--- src/rtl/elevator_pkg.sv ---
// Shared definitions for the elevator car controllers:
// FSM state encoding and the direction codes driven on the direction output.
package elevator_pkg;

  typedef enum logic [1:0] {
    IDLE  = 2'd0,
    MOVE  = 2'd1,
    DOOR  = 2'd2,
    EMERG = 2'd3
  } state_e;

  localparam logic [1:0] DIR_IDLE = 2'b00;
  localparam logic [1:0] DIR_UP   = 2'b01;
  localparam logic [1:0] DIR_DOWN = 2'b10;

endpackage

--- src/rtl/elevator_req_scan.sv ---
// Combinational scan of a pending-call bitmap relative to one floor.
// Kept standalone so the multi-car dispatcher can reuse it.
module elevator_req_scan
  import elevator_pkg::*;
#(
  parameter int NUM_FLOORS = 16,
  parameter int FLOOR_W    = $clog2(NUM_FLOORS)
) (
  input  logic [NUM_FLOORS-1:0] pending,
  input  logic [FLOOR_W-1:0]    current_floor,
  output logic                  any_above,
  output logic                  any_below,
  output logic                  hit_here
);

  always_comb begin
    any_above = 1'b0;
    any_below = 1'b0;
    hit_here  = 1'b0;
    for (int i = 0; i < NUM_FLOORS; i++) begin
      if (i > int'(current_floor)) any_above = any_above | pending[i];
      if (i < int'(current_floor)) any_below = any_below | pending[i];
      if (i == int'(current_floor)) hit_here = pending[i];
    end
  end

endmodule

--- src/rtl/elevator_scan_ctrl.sv ---
// Single-car SCAN elevator controller: latches calls, serves them in sweep order,
// times travel and door dwell with counters, and supports a latched emergency halt.
module elevator_scan_ctrl
  import elevator_pkg::*;
#(
  parameter int NUM_FLOORS    = 16,
  parameter int FLOOR_W       = $clog2(NUM_FLOORS),
  parameter int TRAVEL_CYCLES = 4,
  parameter int DOOR_CYCLES   = 8
) (
  input  logic                  clk,
  input  logic                  reset,
  input  logic                  emergency,
  input  logic [NUM_FLOORS-1:0] call_req,
  output logic [FLOOR_W-1:0]    current_floor,
  output logic [1:0]            direction,
  output logic                  door_open,
  output logic                  moving,
  output logic                  arrived,
  output logic [NUM_FLOORS-1:0] pending
);

  localparam int TRAV_W = (TRAVEL_CYCLES > 1) ? $clog2(TRAVEL_CYCLES) : 1;
  localparam int DWELL_W = (DOOR_CYCLES > 1) ? $clog2(DOOR_CYCLES) : 1;
  localparam logic [TRAV_W-1:0] TRAVEL_LAST = TRAV_W'(TRAVEL_CYCLES - 1);
  localparam logic [DWELL_W-1:0] DWELL_LAST = DWELL_W'(DOOR_CYCLES - 1);
  localparam logic [FLOOR_W-1:0] FLOOR_LAST = FLOOR_W'(NUM_FLOORS - 1);

  state_e                state, state_n;
  logic [TRAV_W-1:0]     travel_cnt, travel_n;
  logic [DWELL_W-1:0]    dwell_cnt, dwell_n;
  logic [FLOOR_W-1:0]    floor_n, step_floor;
  logic [1:0]            dir_n;
  logic                  door_n, moving_n, arrived_n;
  logic [NUM_FLOORS-1:0] pending_n, clear_mask, floor_mask, step_mask;
  logic                  any_above, any_below, hit_here;
  logic                  step_hit, go_up, go_down;

  elevator_req_scan #(
    .NUM_FLOORS(NUM_FLOORS),
    .FLOOR_W   (FLOOR_W)
  ) u_scan (
    .pending      (pending),
    .current_floor(current_floor),
    .any_above    (any_above),
    .any_below    (any_below),
    .hit_here     (hit_here)
  );

  // The floor the car reaches at the end of the current travel interval.
  always_comb begin
    step_floor = (direction == DIR_UP) ? current_floor + FLOOR_W'(1)
                                       : current_floor - FLOOR_W'(1);
    floor_mask = NUM_FLOORS'(1) << current_floor;
    step_mask  = NUM_FLOORS'(1) << step_floor;
    step_hit   = |(pending & step_mask);
    // Keep sweeping down if already heading down, otherwise up wins ties.
    if (direction == DIR_DOWN) begin
      go_down = any_below;
      go_up   = !any_below && any_above;
    end else begin
      go_up   = any_above;
      go_down = !any_above && any_below;
    end
  end

  always_comb begin
    state_n    = state;
    floor_n    = current_floor;
    dir_n      = direction;
    door_n     = door_open;
    moving_n   = moving;
    arrived_n  = 1'b0;
    travel_n   = travel_cnt;
    dwell_n    = dwell_cnt;
    clear_mask = '0;

    unique case (state)
      IDLE: begin
        if (hit_here) begin
          state_n    = DOOR;
          door_n     = 1'b1;
          arrived_n  = 1'b1;
          dwell_n    = '0;
          clear_mask = floor_mask;
        end else if (any_above) begin
          state_n  = MOVE;
          dir_n    = DIR_UP;
          moving_n = 1'b1;
          travel_n = '0;
        end else if (any_below) begin
          state_n  = MOVE;
          dir_n    = DIR_DOWN;
          moving_n = 1'b1;
          travel_n = '0;
        end else begin
          dir_n = DIR_IDLE;
        end
      end

      MOVE: begin
        if (travel_cnt == TRAVEL_LAST) begin
          travel_n = '0;
          floor_n  = step_floor;
          if (step_hit) begin
            state_n    = DOOR;
            door_n     = 1'b1;
            arrived_n  = 1'b1;
            moving_n   = 1'b0;
            dwell_n    = '0;
            clear_mask = step_mask;
          end
        end else begin
          travel_n = travel_cnt + TRAV_W'(1);
        end
      end

      DOOR: begin
        // A re-press of this floor holds the door rather than queueing a new stop.
        clear_mask = floor_mask;
        if (|(call_req & floor_mask)) begin
          dwell_n = '0;
        end else if (dwell_cnt == DWELL_LAST) begin
          door_n  = 1'b0;
          dwell_n = '0;
          if (go_up || go_down) begin
            state_n  = MOVE;
            dir_n    = go_up ? DIR_UP : DIR_DOWN;
            moving_n = 1'b1;
            travel_n = '0;
          end else begin
            state_n = IDLE;
            dir_n   = DIR_IDLE;
          end
        end else begin
          dwell_n = dwell_cnt + DWELL_W'(1);
        end
      end

      EMERG: begin
        if (!emergency) begin
          state_n = IDLE;
          door_n  = 1'b0;
        end
      end
    endcase

    if (emergency) begin
      state_n   = EMERG;
      floor_n   = current_floor;
      dir_n     = DIR_IDLE;
      door_n    = 1'b1;
      moving_n  = 1'b0;
      arrived_n = 1'b0;
      travel_n  = '0;
      dwell_n   = '0;
    end

    if (emergency || state == EMERG) pending_n = '0;
    else pending_n = (pending | call_req) & ~clear_mask;
  end

  always_ff @(posedge clk) begin
    if (reset) begin
      state         <= IDLE;
      current_floor <= '0;
      direction     <= DIR_IDLE;
      door_open     <= 1'b0;
      moving        <= 1'b0;
      arrived       <= 1'b0;
      pending       <= '0;
      travel_cnt    <= '0;
      dwell_cnt     <= '0;
    end else begin
      state         <= state_n;
      current_floor <= floor_n;
      direction     <= dir_n;
      door_open     <= door_n;
      moving        <= moving_n;
      arrived       <= arrived_n;
      pending       <= pending_n;
      travel_cnt    <= travel_n;
      dwell_cnt     <= dwell_n;
    end
  end

  // SCAN only moves toward a pending call, so a step can never leave the shaft.
  always_ff @(posedge clk) begin
    if (!reset && state == MOVE && travel_cnt == TRAVEL_LAST) begin
      assert (direction == DIR_UP || direction == DIR_DOWN);
      assert (!(direction == DIR_UP && current_floor == FLOOR_LAST));
      assert (!(direction == DIR_DOWN && current_floor == '0));
    end
    assert (direction != 2'b11);
  end

endmodule

--- config.mk ---
export PLATFORM = sky130hd
export DESIGN_NAME = elevator_scan_ctrl
export DESIGN_NICKNAME = d
export VERILOG_FILES = /design/src/rtl/elevator_pkg.sv /design/src/rtl/elevator_req_scan.sv /design/src/rtl/elevator_scan_ctrl.sv
export SDC_FILE = /design/constraint.sdc
export NUM_CORES = 1
export LEC_CHECK = 0
export CAP_MARGIN = 20
export CORE_UTILIZATION = 45
export DETAILED_ROUTE_END_ITERATION = 8
export GPL_ROUTABILITY_DRIVEN = 0
export PLACE_DENSITY = 0.69
export RECOVER_POWER = 100
export SETUP_SLACK_MARGIN = 0.4
export SLEW_MARGIN = 10
export SYNTH_ARGS = -nofsm -noshare
export SYNTH_HDL_FRONTEND = slang
export SYNTH_SLANG_ARGS = --single-unit
--- constraint.sdc ---
create_clock -name clk -period 4.8 [get_ports clk]
set_clock_uncertainty 0.15 [all_clocks]
set_input_delay 0.48 -clock clk [delete_from_list [all_inputs] [get_ports clk]]
set_output_delay 0.48 -clock clk [all_outputs]
set_load 0.05 [all_outputs]
==> reports/results.txt, run 1 <==
CP endpoint -> door_open$_SDFFE_PP0P_
global route overflow -> 0
total number of vias -> 2,904
Comb power frac -> 0.226
initial core utilization -> 0.471
Layout area overhead -> 19.0%
worst vdd ir -> 0.141 mV
Critical Path RT -> 4820 ps
ys async rst share -> 0
WHS -> 333 ps
post-cts sizing count -> 0
initial antenna violation count -> 0
register area share after synthesis -> 0.246
dpl cells -> 438
Placed Area -> 3050 sq um
chip height -> 78.1 microns
First-pass DRT Iterations -> 5
CP startpoint -> current_floor[0]$_SDFFE_PP0P_
nets@finish -> 403
reg-to-reg endpoint -> door_open$_SDFFE_PP0P_
final cell count without fillers -> 446
Bufs on Longest Clock Path -> 2
Syn Area/Cell -> 7.69 sq um
Core Region -> 5540 sq um
HP Class -> reg -> reg
Startpoint Class -> flop
H-tree Lvls -> 2
post-route ant nets -> 0
Hold Buf Count CTS -> 0
status -> complete, no violations
Final period util -> 0.763
Clock Pin Slew Worst Setup and Hold Paths -> 80 ps
DR DRC count -> 0
NetSw -> 232 uW
share of cells above drive strength 1 -> 0.0615
setup bufs post-CTS -> 0
Crit Reg-Reg Startpoint -> current_floor[0]$_SDFFE_PP0P_
Primary FF master, synth -> dfxtp_1
drt via density -> 6.51
placed wire-length estimate -> 6.46 mm
worst relative slew slack -> 0.254
Post-Syn Nets -> 369
Crit Path Max Fanout -> 15
Synth Instances -> 339
synthesized cell area -> 2610 sq um
clk_lat worst skew -> 290 ps
setup violators final -> 0
Ports -> 44
setup tns final -> 0 ps
RSZ-0062 raised after global routing -> false
WL/cell -> 20.0 microns
Flop pwr share -> 0.440
Final Instance Area -> 3100 sq um
worst-path cell chain -> inv_1 > ha_1 > xnor2_1 > nor3b_1 > a2111oi_0 > nand3_1 > a31oi_1 > or3_1 > a31oi_2
critical path capture point type -> flop
number of global-route vias before repair -> 2,646
Sw Share -> 0.338
Crit Path Class -> reg -> reg
Post-synth EDFFs -> 0
Cell Rows -> 27
routed wire length -> 8.93 mm
leakage power -> 1.16 nW
total number of yosys warnings -> 0
clock sink count -> 32
Max stage delay on crit path -> 780 ps
crit path time final -> 3660 ps
Arr. time, crit path -> 3680 ps
clock share of power -> 0.334
initial drt markers -> 350
Root Driver -> clkbuf_8
die area -> 6100 sq um
pwr dens -> 221 nW/um^2
Slew Viols, Final -> 0
DIE WIDTH -> 78.1 microns
R2R Setup Slk -> 1140 ps
synth unique cells -> 62
max-cap viol count -> 0
Port Buffers -> 43
max frequency -> 0.273 GHz
final core occ -> 0.560
Num CTS Buffers -> 5
Worst-Margin Slew -> 1120 ps
CTS tree -> done
endpoints failing hold -> 0
largest net degree at the start of global routing -> 23
FF+latch count, synth -> 32
P_int -> 454 uW
Reg2Reg Depth -> 9
first-pass GRT wire length -> 14.1 mm
Ant. Diodes -> 0
CP max-delay cell -> xnor2_1
Total Routing Usage GR -> 0.304
-- how the worst min path moves through the flow --
stage | start | endpoint | slack, ps | depth (start not counted)
2_1_floorplan | dwell_cnt[1]$_SDFFE_PP0P_ | dwell_cnt[1]$_SDFFE_PP0P_ | 300 | 1
3_3_place_gp | dwell_cnt[2]$_SDFFE_PP0P_ | dwell_cnt[2]$_SDFFE_PP0P_ | 320 | 1
3_5_place_dp | moving$_SDFFE_PP0P_ | moving$_SDFFE_PP0P_ | 320 | 2
4_1_cts | moving$_SDFFE_PP0P_ | moving$_SDFFE_PP0P_ | 340 | 2
5_1_grt | moving$_SDFFE_PP0P_ | moving$_SDFFE_PP0P_ | 370 | 2
6_report | moving$_SDFFE_PP0P_ | moving$_SDFFE_PP0P_ | 330 | 2
-- per-layer routing --
metal  GRT usage  share of wire  vias to the layer above  wire (microns)
li1            -              -                     1342               -
met1       0.401           0.41                     1379            3690
met2       0.475           0.46                      158            4120
met3      0.0744          0.095                       25             853
met4       0.117          0.031                        0             273
met5           0              0                        -               0
-- power by group through the flow --
stage / combinational, mW / sequential, mW / clock, mW
floorplan: 0.0758 / 0.330 / 0
global placement: 0.159 / 0.307 / 0
detailed placement: 0.159 / 0.307 / 0
CTS: 0.161 / 0.301 / 0.231
global route: 0.166 / 0.303 / 0.242
finish: 0.155 / 0.302 / 0.229
-- kinds of logic (layout without fill, tap and decap cells) --
kind of cell	count (synthesis)	after routing	synth area share
compound gates	126	126	0.321
xor+xnor	4	4	0.0206
fa+ha+maj	12	12	0.0566
buf+inv	33	68	0.0576
flops	32	32	0.246
mux	12	12	0.0518
simple gates	120	120	0.247
-- stage by stage --
stage	worst slack (ps)	power, mW
final	1140	0.686
after global placement	1450	0.466
after floorplan	1420	0.405
after CTS	1400	0.692
after detailed placement	1410	0.466
after global routing	787	0.711
-- critical path: cells and delay by family (launching register included) --
family	cells	cell delay [ps]
simple gates	3	590
xor+xnor	1	780
compound gates	3	860
flops	1	480
fa+ha+maj	1	500
buf+inv	1	170
-- area by class of cell --
type | count | area (sq um)
fillers | 526 | 2440
inverters | 15 | 56.3
flip-flops and latches | 32 | 641
multi-input cells | 274 | 1780
repair buffers | 45 | 445
well taps | 72 | 90.1
clock buffers | 7 | 86.3
clock inverters | 1 | 7.51
-- flip-flops by register name, indices dropped and copies added, names as in the netlist, 2 cells and up --
signal,flops
pending,16
current_floor,4
dwell_cnt,3
direction,2
state,2
travel_cnt,2
-- synthesized netlist by cell type, types with 8 or more instances --
cell type   n  area (sq um)
dfxtp_1    32           641
nand2_1    30           113
a221oi_1    9          78.8
inv_1      15          56.3
a21oi_1    32           160
o21ai_0    31           155
ha_1       11           138
and3_1      8          50.1
nor2_1     24          90.1
mux2i_1     9          90.1
nor2b_1     8          50.1
clkbuf_1    8          30.0
-- cells in the final DEF (no fill, tap or decap), drive strengths merged, types with 4 or more instances in the layout --
cell / count
o31ai: 4
nor3b: 6
nand3: 7
a22oi: 5
inv: 15
nand2b: 7
xnor2: 4
a21oi: 33
ha: 11
or3: 4
o22ai: 4
clkbuf: 7
a221oi: 10
nand3b: 4
nor2: 24
o21ai: 32
nor3: 8
a31oi: 8
nor2b: 9
nand2: 30
a211oi: 4
and3: 9
dfxtp: 32
dlygate4sd3: 25
nand4: 4
mux2i: 9
clkdlybuf4s50: 18
(Power assumes the default switching activity.)
==> run 2, diff against run 1 <==
--- a/config.mk
+++ b/config.mk
@@ -9,7 +9,7 @@
 export CORE_UTILIZATION = 45
 export DETAILED_ROUTE_END_ITERATION = 8
 export GPL_ROUTABILITY_DRIVEN = 0
-export PLACE_DENSITY = 0.69
+export PLACE_DENSITY = 0.72
 export RECOVER_POWER = 100
 export SETUP_SLACK_MARGIN = 0.4
 export SLEW_MARGIN = 10
==> constraint.sdc (replaced) <==
create_clock -name clk -period 3.15 [get_ports clk]
set_clock_uncertainty 0.15 [all_clocks]
set_input_delay 0.315 -clock clk [delete_from_list [all_inputs] [get_ports clk]]
set_output_delay 0.315 -clock clk [all_outputs]
set_load 0.05 [all_outputs]
==> run 2 against run 1 <==
Compared with the run above: count of clock-buffer cells in the layout shrank 1; design area grew 9.0%; die area is the same; cell count grew 3.8%; global-route usage shrank 0.58 points; critical path depth is the same; routed wire length grew 2.7%; maximum frequency grew 28%; register-to-register slack lost 850 ps; critical path type unchanged; highest routed layer unchanged.
==> reports/results.txt, run 2 (synthesis gave the netlist of run 1 again) <==
status -> complete, no violations (unchanged)
Max stage delay on crit path -> 540 ps (was 780 ps)
Total Routing Usage GR -> 0.298 (was 0.304)
Root Driver -> clkbuf_8 (unchanged)
Final period util -> 0.908 (was 0.763)
CP max-delay cell -> dfxtp_1 (was xnor2_1)
max frequency -> 0.350 GHz (was 0.273 GHz)
Biggest register -> pending (unchanged)
H-tree Lvls -> 2 (unchanged)
max reg flops -> 16 (unchanged)
WL/cell -> 19.8 microns (was 20.0 microns)
clk_lat worst skew -> 290 ps (about the same)
final core occ -> 0.610 (was 0.560)
Ant. Diodes -> 0 (unchanged)
DR DRC count -> 0 (unchanged)
drt via density -> 6.62 (was 6.51)
post-route setup slack -> 290 ps (was 1140 ps)
First-pass DRT Iterations -> 7 (was 5)
crit path time final -> 2860 ps (was 3660 ps)
# fillers -> 498 (was 526)
clock share of power -> 0.357 (was 0.334)
DP Worst Slack -> 325 ps (was 1410 ps)
Crit Path Class -> reg -> reg (unchanged)
CP startpoint -> current_floor[0]$_SDFFE_PP0P_ (unchanged)
post-route ant nets -> 0 (unchanged)
Sw Share -> 0.316 (was 0.338)
DIE WIDTH -> 78.1 microns (unchanged)
Num CTS Buffers -> 5 (unchanged)
critical path capture point type -> flop (unchanged)
Crit Reg-Reg Startpoint -> current_floor[0]$_SDFFE_PP0P_ (unchanged)
Critical Path RT -> 3210 ps (was 4820 ps)
Crit Path Max Fanout -> 7 (was 15)
HP Class -> reg -> reg (unchanged)
leakage power -> 1.27 nW (was 1.16 nW)
initial core utilization -> 0.471 (unchanged)
Clock Pin Slew Worst Setup and Hold Paths -> 70 ps (was 80 ps)
Comb power frac -> 0.231 (was 0.226)
worst-path cell chain -> ha_1 > ha_2 > mux2i_1 > nor3b_1 > a2111oi_4 > nand3_1 > a31oi_4 > or3_4 > a31oi_2 (was inv_1 > ha_1 > xnor2_1 > nor3b_1 > a2111oi_0 > nand3_1 > a31oi_1 > or3_1 > a31oi_2)
number of global-route vias before repair -> 2,690 (was 2,646)
Cell Rows -> 27 (unchanged)
Placed Area -> 3130 sq um (was 3050 sq um)
Hold Buf Count CTS -> 0 (unchanged)
Ports -> 44 (unchanged)
NetSw -> 351 uW (was 232 uW)
most frequent cells in the layout -> 31 x o21ai_0, 31 x a21oi_1, 30 x nand2_1, 29 x dfxtp_1, 25 x dlygate4sd3_1 (was 32 x a21oi_1, 32 x dfxtp_1, 31 x o21ai_0, 30 x nand2_1, 25 x dlygate4sd3_1)
Worst-Margin Slew -> 527 ps (was 1120 ps)
largest net degree at the start of global routing -> 23 (unchanged)
first-pass GRT wire length -> 14.0 mm (was 14.1 mm)
Layout area overhead -> 29.7% (was 19.0%)
placed wire-length estimate -> 6.28 mm (was 6.46 mm)
clock sink count -> 32 (unchanged)
Port Buffers -> 43 (unchanged)
die area -> 6100 sq um (unchanged)
chip height -> 78.1 microns (unchanged)
setup violators final -> 0 (unchanged)
setup tns final -> 0 ps (unchanged)
Slew Viols, Final -> 0 (unchanged)
share of cells above drive strength 1 -> 0.153 (was 0.0615)
routed wire length -> 9.18 mm (was 8.93 mm)
initial antenna violation count -> 0 (unchanged)
pwr dens -> 329 nW/um^2 (was 221 nW/um^2)
overall power -> 1.11 mW (was 686 uW)
Arr. time, crit path -> 2920 ps (was 3680 ps)
worst vdd ir -> 0.313 mV (was 0.141 mV)
global route overflow -> 0 (unchanged)
RSZ-0062 raised after global routing -> true (was false)
total number of vias -> 3,063 (was 2,904)
Largest regs -> pending (16), current_floor (4), dwell_cnt (3) (unchanged)
initial drt markers -> 661 (was 350)
Startpoint Class -> flop (unchanged)
Bufs on Longest Clock Path -> 2 (unchanged)
CTS tree -> done (unchanged)
P_int -> 762 uW (was 454 uW)
max-cap viol count -> 0 (unchanged)
worst relative slew slack -> 0.646 (was 0.254)
nets@finish -> 420 (was 403)
Core Region -> 5540 sq um (unchanged)
Flop pwr share -> 0.411 (was 0.440)
hold_sp -> moving$_SDFFE_PP0P_ (unchanged)
Final Instance Area -> 3380 sq um (was 3100 sq um)
endpoints failing hold -> 0 (unchanged)
[run 2: changes by cell type in the layout (fill, tap and decap cells not counted), moves of 2 or more]
cell     change
nor3_1       -2
nor3_2       +2
ha_1         -3
buf_4       +16
dfxtp_1      -3
or3_4        +2
dfxtp_2      +2
or3_1        -2
ha_4         +2
inv_1        -2
[run 2: final timing paths]
check	end	slack, ps	cells after the start
min reg2reg	moving$_SDFFE_PP0P_	340	2
max	door_open$_SDFFE_PP0P_	290	9
min	moving$_SDFFE_PP0P_	340	2
max reg2reg	door_open$_SDFFE_PP0P_	290	9
[run 2: layout make-up]
class / instances / area [sq um] / area share
Inverter: 15 / 61.3 / 0.0181
Tap cell: 72 / 90.1 / 0.0266
Clock buffer: 6 / 72.6 / 0.0215
Sequential cell: 32 / 647 / 0.191
Timing Repair Buffer: 62 / 571 / 0.169
Clock inverter: 2 / 35.0 / 0.0104
Multi-Input combinational cell: 274 / 1910 / 0.563
[run 2: routing by layer]
layer	track usage	wire (microns)
met4	0.156	462
met1	0.386	3780
met3	0.0488	877
met5	0	0
met2	0.473	4050
[run 2: timing repair]
item                       4_1_cts  5_1_grt
cloned                           0        0
pin swaps                        0        8
setup endpoints to repair        5       25
gates resized for setup          3       14
setup buffers                    1       11
[run 2: through the flow]
| stage | instances | hold slack (ps) |
|---|---|---|
| finish | 463 | 343 |
| global route | 463 | 388 |
| CTS | 452 | 344 |
| detailed placement | 443 | 320 |
| global placement | 443 | 318 |
| floorplan | 339 | 304 |
[run 2: critical path: cells and delay by family (launching register included)]
| family | cells | cell delay (ps) |
|---|---|---|
| AND/OR/NAND/NOR | 3 | 990 |
| adder cells (fa/ha/maj) | 2 | 560 |
| flip-flops | 1 | 540 |
| AO/OA/AOI/OAI | 3 | 380 |
| multiplexers | 1 | 180 |
[run 2: power by group through the flow]
stage | clock (mW) | combinational, mW | sequential [mW]
2_1_floorplan | 0 | 0.116 | 0.500
3_3_place_gp | 0 | 0.244 | 0.465
3_5_place_dp | 0 | 0.244 | 0.465
4_1_cts | 0.401 | 0.249 | 0.455
5_1_grt | 0.418 | 0.275 | 0.460
6_report | 0.398 | 0.257 | 0.458
